--- src/rtl/stream_fifo.sv ---
// Synchronous valid/ready FIFO with occupancy count, almost-full/empty flags and flush.
// Optional STREAM_FIFO_WATERMARK_EN adds a peak-occupancy register with peak_clr/peak ports.
module stream_fifo #(
    parameter int unsigned WIDTH     = 8,
    parameter int unsigned ADDR_W    = 3,
    parameter int unsigned AFULL_TH  = (1 << ADDR_W) - 1,
    parameter int unsigned AEMPTY_TH = 1
) (
    input  logic              clk,
    input  logic              rst,
    input  logic              flush,
    input  logic              in_valid,
    output logic              in_ready,
    input  logic [WIDTH-1:0]  in_data,
    output logic              out_valid,
    input  logic              out_ready,
    output logic [WIDTH-1:0]  out_data,
    output logic [ADDR_W:0]   count,
`ifdef STREAM_FIFO_WATERMARK_EN
    input  logic              peak_clr,
    output logic [ADDR_W:0]   peak,
`endif
    output logic              almost_full,
    output logic              almost_empty
);

    localparam int unsigned DEPTH = 1 << ADDR_W;
    localparam logic [ADDR_W:0] FullCount   = DEPTH[ADDR_W:0];
    localparam logic [ADDR_W:0] AfullCount  = AFULL_TH[ADDR_W:0];
    localparam logic [ADDR_W:0] AemptyCount = AEMPTY_TH[ADDR_W:0];

    logic [WIDTH-1:0]  mem_q [DEPTH];
    logic [ADDR_W-1:0] wr_ptr_q, wr_ptr_d;
    logic [ADDR_W-1:0] rd_ptr_q, rd_ptr_d;
    logic [ADDR_W:0]   count_q, count_d;
    logic              push, pop;

    // Handshake flags come from registered count only: no out_ready -> in_ready path.
    assign in_ready     = (count_q != FullCount);
    assign out_valid    = (count_q != '0);
    assign out_data     = mem_q[rd_ptr_q];
    assign count        = count_q;
    assign almost_full  = (count_q >= AfullCount);
    assign almost_empty = (count_q <= AemptyCount);

    assign push = in_valid && in_ready;
    assign pop  = out_valid && out_ready;

    always_comb begin
        wr_ptr_d = wr_ptr_q;
        rd_ptr_d = rd_ptr_q;
        count_d  = count_q;
        if (flush) begin
            wr_ptr_d = '0;
            rd_ptr_d = '0;
            count_d  = '0;
        end else begin
            if (push) begin
                wr_ptr_d = wr_ptr_q + 1'b1;
            end
            if (pop) begin
                rd_ptr_d = rd_ptr_q + 1'b1;
            end
            unique case ({push, pop})
                2'b10:   count_d = count_q + 1'b1;
                2'b01:   count_d = count_q - 1'b1;
                default: count_d = count_q;
            endcase
        end
    end

    always_ff @(posedge clk) begin
        if (rst) begin
            wr_ptr_q <= '0;
            rd_ptr_q <= '0;
            count_q  <= '0;
        end else begin
            wr_ptr_q <= wr_ptr_d;
            rd_ptr_q <= rd_ptr_d;
            count_q  <= count_d;
        end
    end

    // Storage is never cleared; a flushed push is simply not written.
    always_ff @(posedge clk) begin
        if (push && !flush && !rst) begin
            mem_q[wr_ptr_q] <= in_data;
        end
    end

`ifdef STREAM_FIFO_WATERMARK_EN
    logic [ADDR_W:0] peak_q, peak_d;

    always_comb begin
        peak_d = peak_q;
        if (peak_clr) begin
            peak_d = count_q;
        end else if (count_q > peak_q) begin
            peak_d = count_q;
        end
    end

    always_ff @(posedge clk) begin
        if (rst) begin
            peak_q <= '0;
        end else begin
            peak_q <= peak_d;
        end
    end

    assign peak = peak_q;
`endif

endmodule

--- config.mk ---
export PLATFORM = sky130hd
export DESIGN_NAME = stream_fifo
export DESIGN_NICKNAME = d
export VERILOG_FILES = /design/src/rtl/stream_fifo.sv
export SDC_FILE = /design/constraint.sdc
export NUM_CORES = 1
export LEC_CHECK = 0
export BUFFER_PORTS_ARGS = -buffer_cell sky130_fd_sc_hd__clkbuf_2
export CORE_MARGIN = 1
export CORE_UTILIZATION = 57
export DETAILED_ROUTE_END_ITERATION = 10
export GPL_ROUTABILITY_DRIVEN = 0
export PLACE_DENSITY_LB_ADDON = 0.2
export SLEW_MARGIN = 30
export SYNTH_ARGS = -nofsm -noshare
export SYNTH_HDL_FRONTEND = slang
export SYNTH_SLANG_ARGS = --single-unit
--- constraint.sdc ---
create_clock -name clk -period 5.4 [get_ports clk]
set_clock_uncertainty 0.15 [all_clocks]
set_input_delay 0.81 -clock clk [delete_from_list [all_inputs] [get_ports clk]]
set_output_delay 0.81 -clock clk [all_outputs]
set_load 0.01 [all_outputs]
=== Yosys cells after proc, flatten, opt, wreduce, memory -nomap -nowiden ===
Memory sizes are Yosys's and may differ from the RTL's. A register that Yosys moved wholly into a read port is not among the register bits.
Cells that the tools add are included.

* Bitwise operators: 0
* Shift operators: 0
* $mul: 0
* Reductions and logical operators: 9
* Add/subtract/negate cells: 4
* Mux-type cells: 5
* $lt $le $gt $ge: 2
* Div/mod/pow operators: 0
* Equal/unequal tests: 3

{| class="wikitable"
|+ Operator list
! kind !! number
|-
| 4-bit one-hot mux with 2 select lines || 1
|-
| 3-bit by 1-bit adder with 3-bit output, second input constant || 2
|-
| 3-bit two-way mux || 2
|-
| 4-bit by 1-bit adder with 4-bit output, second input constant || 1
|-
| 4-bit by 3-bit greater-or-equal comparator with 1-bit output, second input constant || 1
|-
| 4-bit by 1-bit <= comparator with 1-bit output, second input constant || 1
|-
| 1-bit logical AND || 4
|-
| 4-bit inequality test, second input constant || 1
|-
| 4-bit nonzero test || 1
|-
| 4-bit by 1-bit subtractor with 4-bit output, second input constant || 1
|-
| 2-bit by 1-bit equality test with 1-bit output, second input constant || 1
|-
| 2-bit equality test, second input constant || 1
|-
| 1-bit zero test || 2
|-
| 1-bit two-way mux || 2
|-
| 2-bit nonzero test || 1
|-
| 2-bit OR reduction || 1
|}

* Bits in latches: 0
* Logic and storage cells: 27
* Memories: 1
* Flip-flop bits (word level): 10
* Memory bits (writable): 64
* Bits in read-only memories: 0
* Output and inout bits: 16

{| class="wikitable"
|+ Memory list
! memory !! depth !! bits a word !! rd ports !! clocked after memory_dff !! write ports !! RTL line !! source
|-
| mem_q || 8 || 8 || 1 || 1 || 1 || 32 || <nowiki>logic [WIDTH-1:0] mem_q [DEPTH];</nowiki>
|}

=== Logic depth before layout (Yosys ltp) ===
* Depth in word-level cells: 6
* Depth in mapped cells: 9

=== Worst setup path before layout ===
No wires, ideal clock.

* Path kind: reg2reg
* Start: reg count_q[0], in the netlist count[0]
* End: mem mem_q[0][0] (enable)
* Clock period less this slack: 2664 ps
* Cell stages (with the launch flop): 7
* Data arrival time: 2120 ps
* Slack: 2736 ps
* Path buffers: 0
* Required time: 4855 ps
* Setup time: 395 ps
* Cell sequence: dfxtp_1 > inv_1 > ha_1 > and3b_1 > inv_1 > nand2_1 > nor4_1

* Longest elaborated chain between the ends: 6

{| class="wikitable"
|+ Ends and longest elaborated chain
! element !! RTL line !! source
|-
| start: declaration || 35 || <nowiki>logic [ADDR_W:0] count_q, count_d;</nowiki>
|-
| start signal: assignment || 80 || <nowiki>count_q <= count_d;</nowiki>
|-
| 4-bit inequality test || 39 || <nowiki>assign in_ready = (count_q != FullCount);</nowiki>
|-
| net in_ready || 13 || <nowiki>output logic in_ready,</nowiki>
|-
| 1-bit logical AND || 46 || <nowiki>assign push = in_valid && in_ready;</nowiki>
|-
| 1-bit logical AND (2 in a row) || 86 || <nowiki>if (push && !flush && !rst) begin</nowiki>
|-
| 1-bit two-way mux || 86 ||
|-
| 1-bit two-way mux (implied by the code) || 87 || <nowiki>mem_q[wr_ptr_q] <= in_data;</nowiki>
|-
| end: declaration || 32 ||
|}

The timed path passes the listed nets, and every way through them passes these cells.

==> impl_metrics.json <==
{
  "yosys.area_share.simple": 0.05711,
  "hold_slack_ps": 366.8,
  "setup_viol": 0,
  "chipWidth_um": 76.66,
  "tightestPinTransition_ps": 907.5,
  "dpl-instance-area_um2": 3398,
  "synth_cell_types": 33,
  "post_cts_buffers": 0,
  "path_class": "register to primary output",
  "crit_path_cell_trace": "mux4_1, mux2_2, clkbuf_2",
  "grtUsageTotal": 0.2064,
  "finalSetupTns_ps": 0,
  "grt_pass1_wl_um": 8604,
  "leakagePower_nw": 1.266,
  "num_vias": 1660,
  "stdcell_area_um2": 3591,
  "row_count": 26,
  "syn_to_final_growth_pct": 13.04,
  "synth-seq-cells": 77,
  "max_slew_margin": 0.3928,
  "portBuffers": 28,
  "die_h_um": 76.66,
  "powerDensity_nw_per_um2": 312.1,
  "critPathMaxFanout": 16,
  "synth_cells": 177,
  "hold_path.class": "register to register",
  "cts_resized": 0,
  "yosysWarnings": 0,
  "synth_top_family_by_area": "multiplexers",
  "clk_latency_ps": 330,
  "synth_xor_area_frac": 0.005514,
  "ios": 29,
  "cp.arrival_ps": 2280,
  "status": "finished clean",
  "drt-initial-drc-count": 174,
  "dieArea_um2": 5876,
  "synth-compound-area-share": 0.03269,
  "wl_um": 5413,
  "dr.pass1.iters": 4,
  "hold_buffers": 0,
  "slowest_delay_ps": 900,
  "period_needed_ps": 3242,
  "clk_path_buf_depth": 2,
  "start_util": 0.6065,
  "cp_slowest_cell": "dfxtp_1",
  "drive_gt1_frac": 0.2636,
  "synth.area.mux_share": 0.1658,
  "grt_max_degree": 17,
  "seq_area_frac_synth": 0.6869,
  "vdd_drop_max_mv": 0.1669,
  "start_kind": "register",
  "n_antenna_cell": 0,
  "cts_tree": "built",
  "drc": 0,
  "cp.required_ps": 4440,
  "rsz0062_at_grt": "no",
  "htreeDepth": 3,
  "synth_nets": 197,
  "num-fill-cells": 353,
  "max_freq_mhz": 308.4,
  "cts_num_sinks": 77,
  "dp_worst_setup_slack_ps": 2477,
  "cap_violations": 0,
  "grt_pass1_vias": 1729,
  "synth.avg_cell_area_um2": 17.95,
  "synth_fa_ha_area_frac": 0.02757,
  "via_per_inst": 5.724,
  "dp_hpwl_um": 3565,
  "crit_path_end_kind": "primary output",
  "overflow": 0,
  "drv_slew": 0,
  "clk_pin_slew_ps": 70,
  "setup_ws_ps": 2158,
  "hold_viol": 0,
  "routedWlPerCell_um": 18.67,
  "cts-root-buf": "clkbuf_8",
  "ant_nets": 0,
  "min_period_over_period": 0.6004,
  "syn-cell-area_um2": 3177,
  "antenna_found_initial": 0,
  "coreArea_um2": 5238,
  "cts_buffers": 9,
  "nets": 235
}
-- cell type report --
class | count | area (um^2) | share of cell area
sequential | 77 | 2182 | 0.6077
tap | 70 | 87.58 | 0.02439
inverter | 7 | 26.28 | 0.007317
clock inverter | 4 | 47.55 | 0.01324
clock buffer | 12 | 145.1 | 0.04042
multi-input combinational | 86 | 917.1 | 0.2554
timing repair buffer | 34 | 185.2 | 0.05157
-- critical path, delay by kind of cell (launching register included) --
family	cells	cell delay [ps]
DFF	1	900
buffers and inverters	1	130
muxes	2	930
-- state kept, by name (all words and copies together), names as in the netlist, named ones only --
| name | cells |
|---|---|
| mem_q | 64 |
| count | 4 |
| rd_ptr_q | 3 |
| wr_ptr_q | 3 |
-- worst paths after layout --
kind                            startpoint                        to  slack (ps)  cells after the start
setup / recovery                  register               out_data[7]        2160                      3
hold / removal    rd_ptr_q[2]$_SDFFE_PP0P_  rd_ptr_q[2]$_SDFFE_PP0P_         370                      2
setup reg to reg     count[1]$_SDFFE_PP0P_     count[3]$_SDFFE_PP0P_        2720                      8
hold reg to reg   rd_ptr_q[2]$_SDFFE_PP0P_  rd_ptr_q[2]$_SDFFE_PP0P_         370                      2
-- cell families (layout without fill, tap and decap cells) --
kind of cell	after synthesis	count (layout)
fa+ha+maj	7	7
flops	77	77
buf+inv	14	57
simple gates	33	33
xor+xnor	2	2
mux	26	26
compound gates	18	18
-- cell usage in the layout, fill, tap and decap left out, drive strengths merged, types with 6 or more instances in the layout --
master  count
edfxtp     64
clkbuf     40
mux4       16
dfxtp      13
mux2        8
a21oi       8
inv         7
nor2        7
ha          7
o21ai       6
buf         6
-- power by group --
part / leakage [nW] / switching, mW / internal [mW] / total, mW
Clock: 0.0964 / 0.186 / 0.225 / 0.410
Sequential: 0.682 / 0.00602 / 0.647 / 0.653
Combinational: 0.487 / 0.0325 / 0.0249 / 0.0574
-- metal layers --
metal,part of all wire,GRT usage,up-vias
met5,0,0,-
met4,0.0020,0.07500,0
met3,0.046,0.06786,2
met2,0.52,0.3486,44
met1,0.43,0.2485,821
li1,-,-,793
-- cell usage after synthesis (all sizes together) --
cell type  number  share of area
or4             1         0.0024
xor2            2         0.0055
a211oi          1         0.0024
mux2            8          0.028
clkbuf          2         0.0024
nor4            2         0.0039
nand2           3         0.0035
ha              7          0.028
a21o            1         0.0024
o21ai           6         0.0095
nand3           5         0.0079
dfxtp          13          0.082
mux4           16           0.13
nand3b          1         0.0024
and3b           1         0.0028
a21oi           8          0.013
or2             1         0.0020
buf             5          0.014
o31ai           1         0.0024
nor3b           1         0.0024
mux2i           2         0.0063
nand4b          1         0.0028
nor2            7         0.0083
a2111o          1         0.0035
or3             4         0.0079
nor3            5         0.0079
edfxtp         64           0.60
or4b            1         0.0032
inv             7         0.0083
-- metrics by stage --
step / power [mW] / utilization / std cells
final: 1.121 / 0.6856 / 290
after global routing: 1.167 / 0.6856 / 290
after CTS: 1.132 / 0.6856 / 290
after detailed placement: 0.7230 / 0.6488 / 274
after global placement: 0.7184 / 0.6488 / 274
after floorplan: 0.7004 / - / 177
No activity file was read; power rests on OpenSTA's default activity.
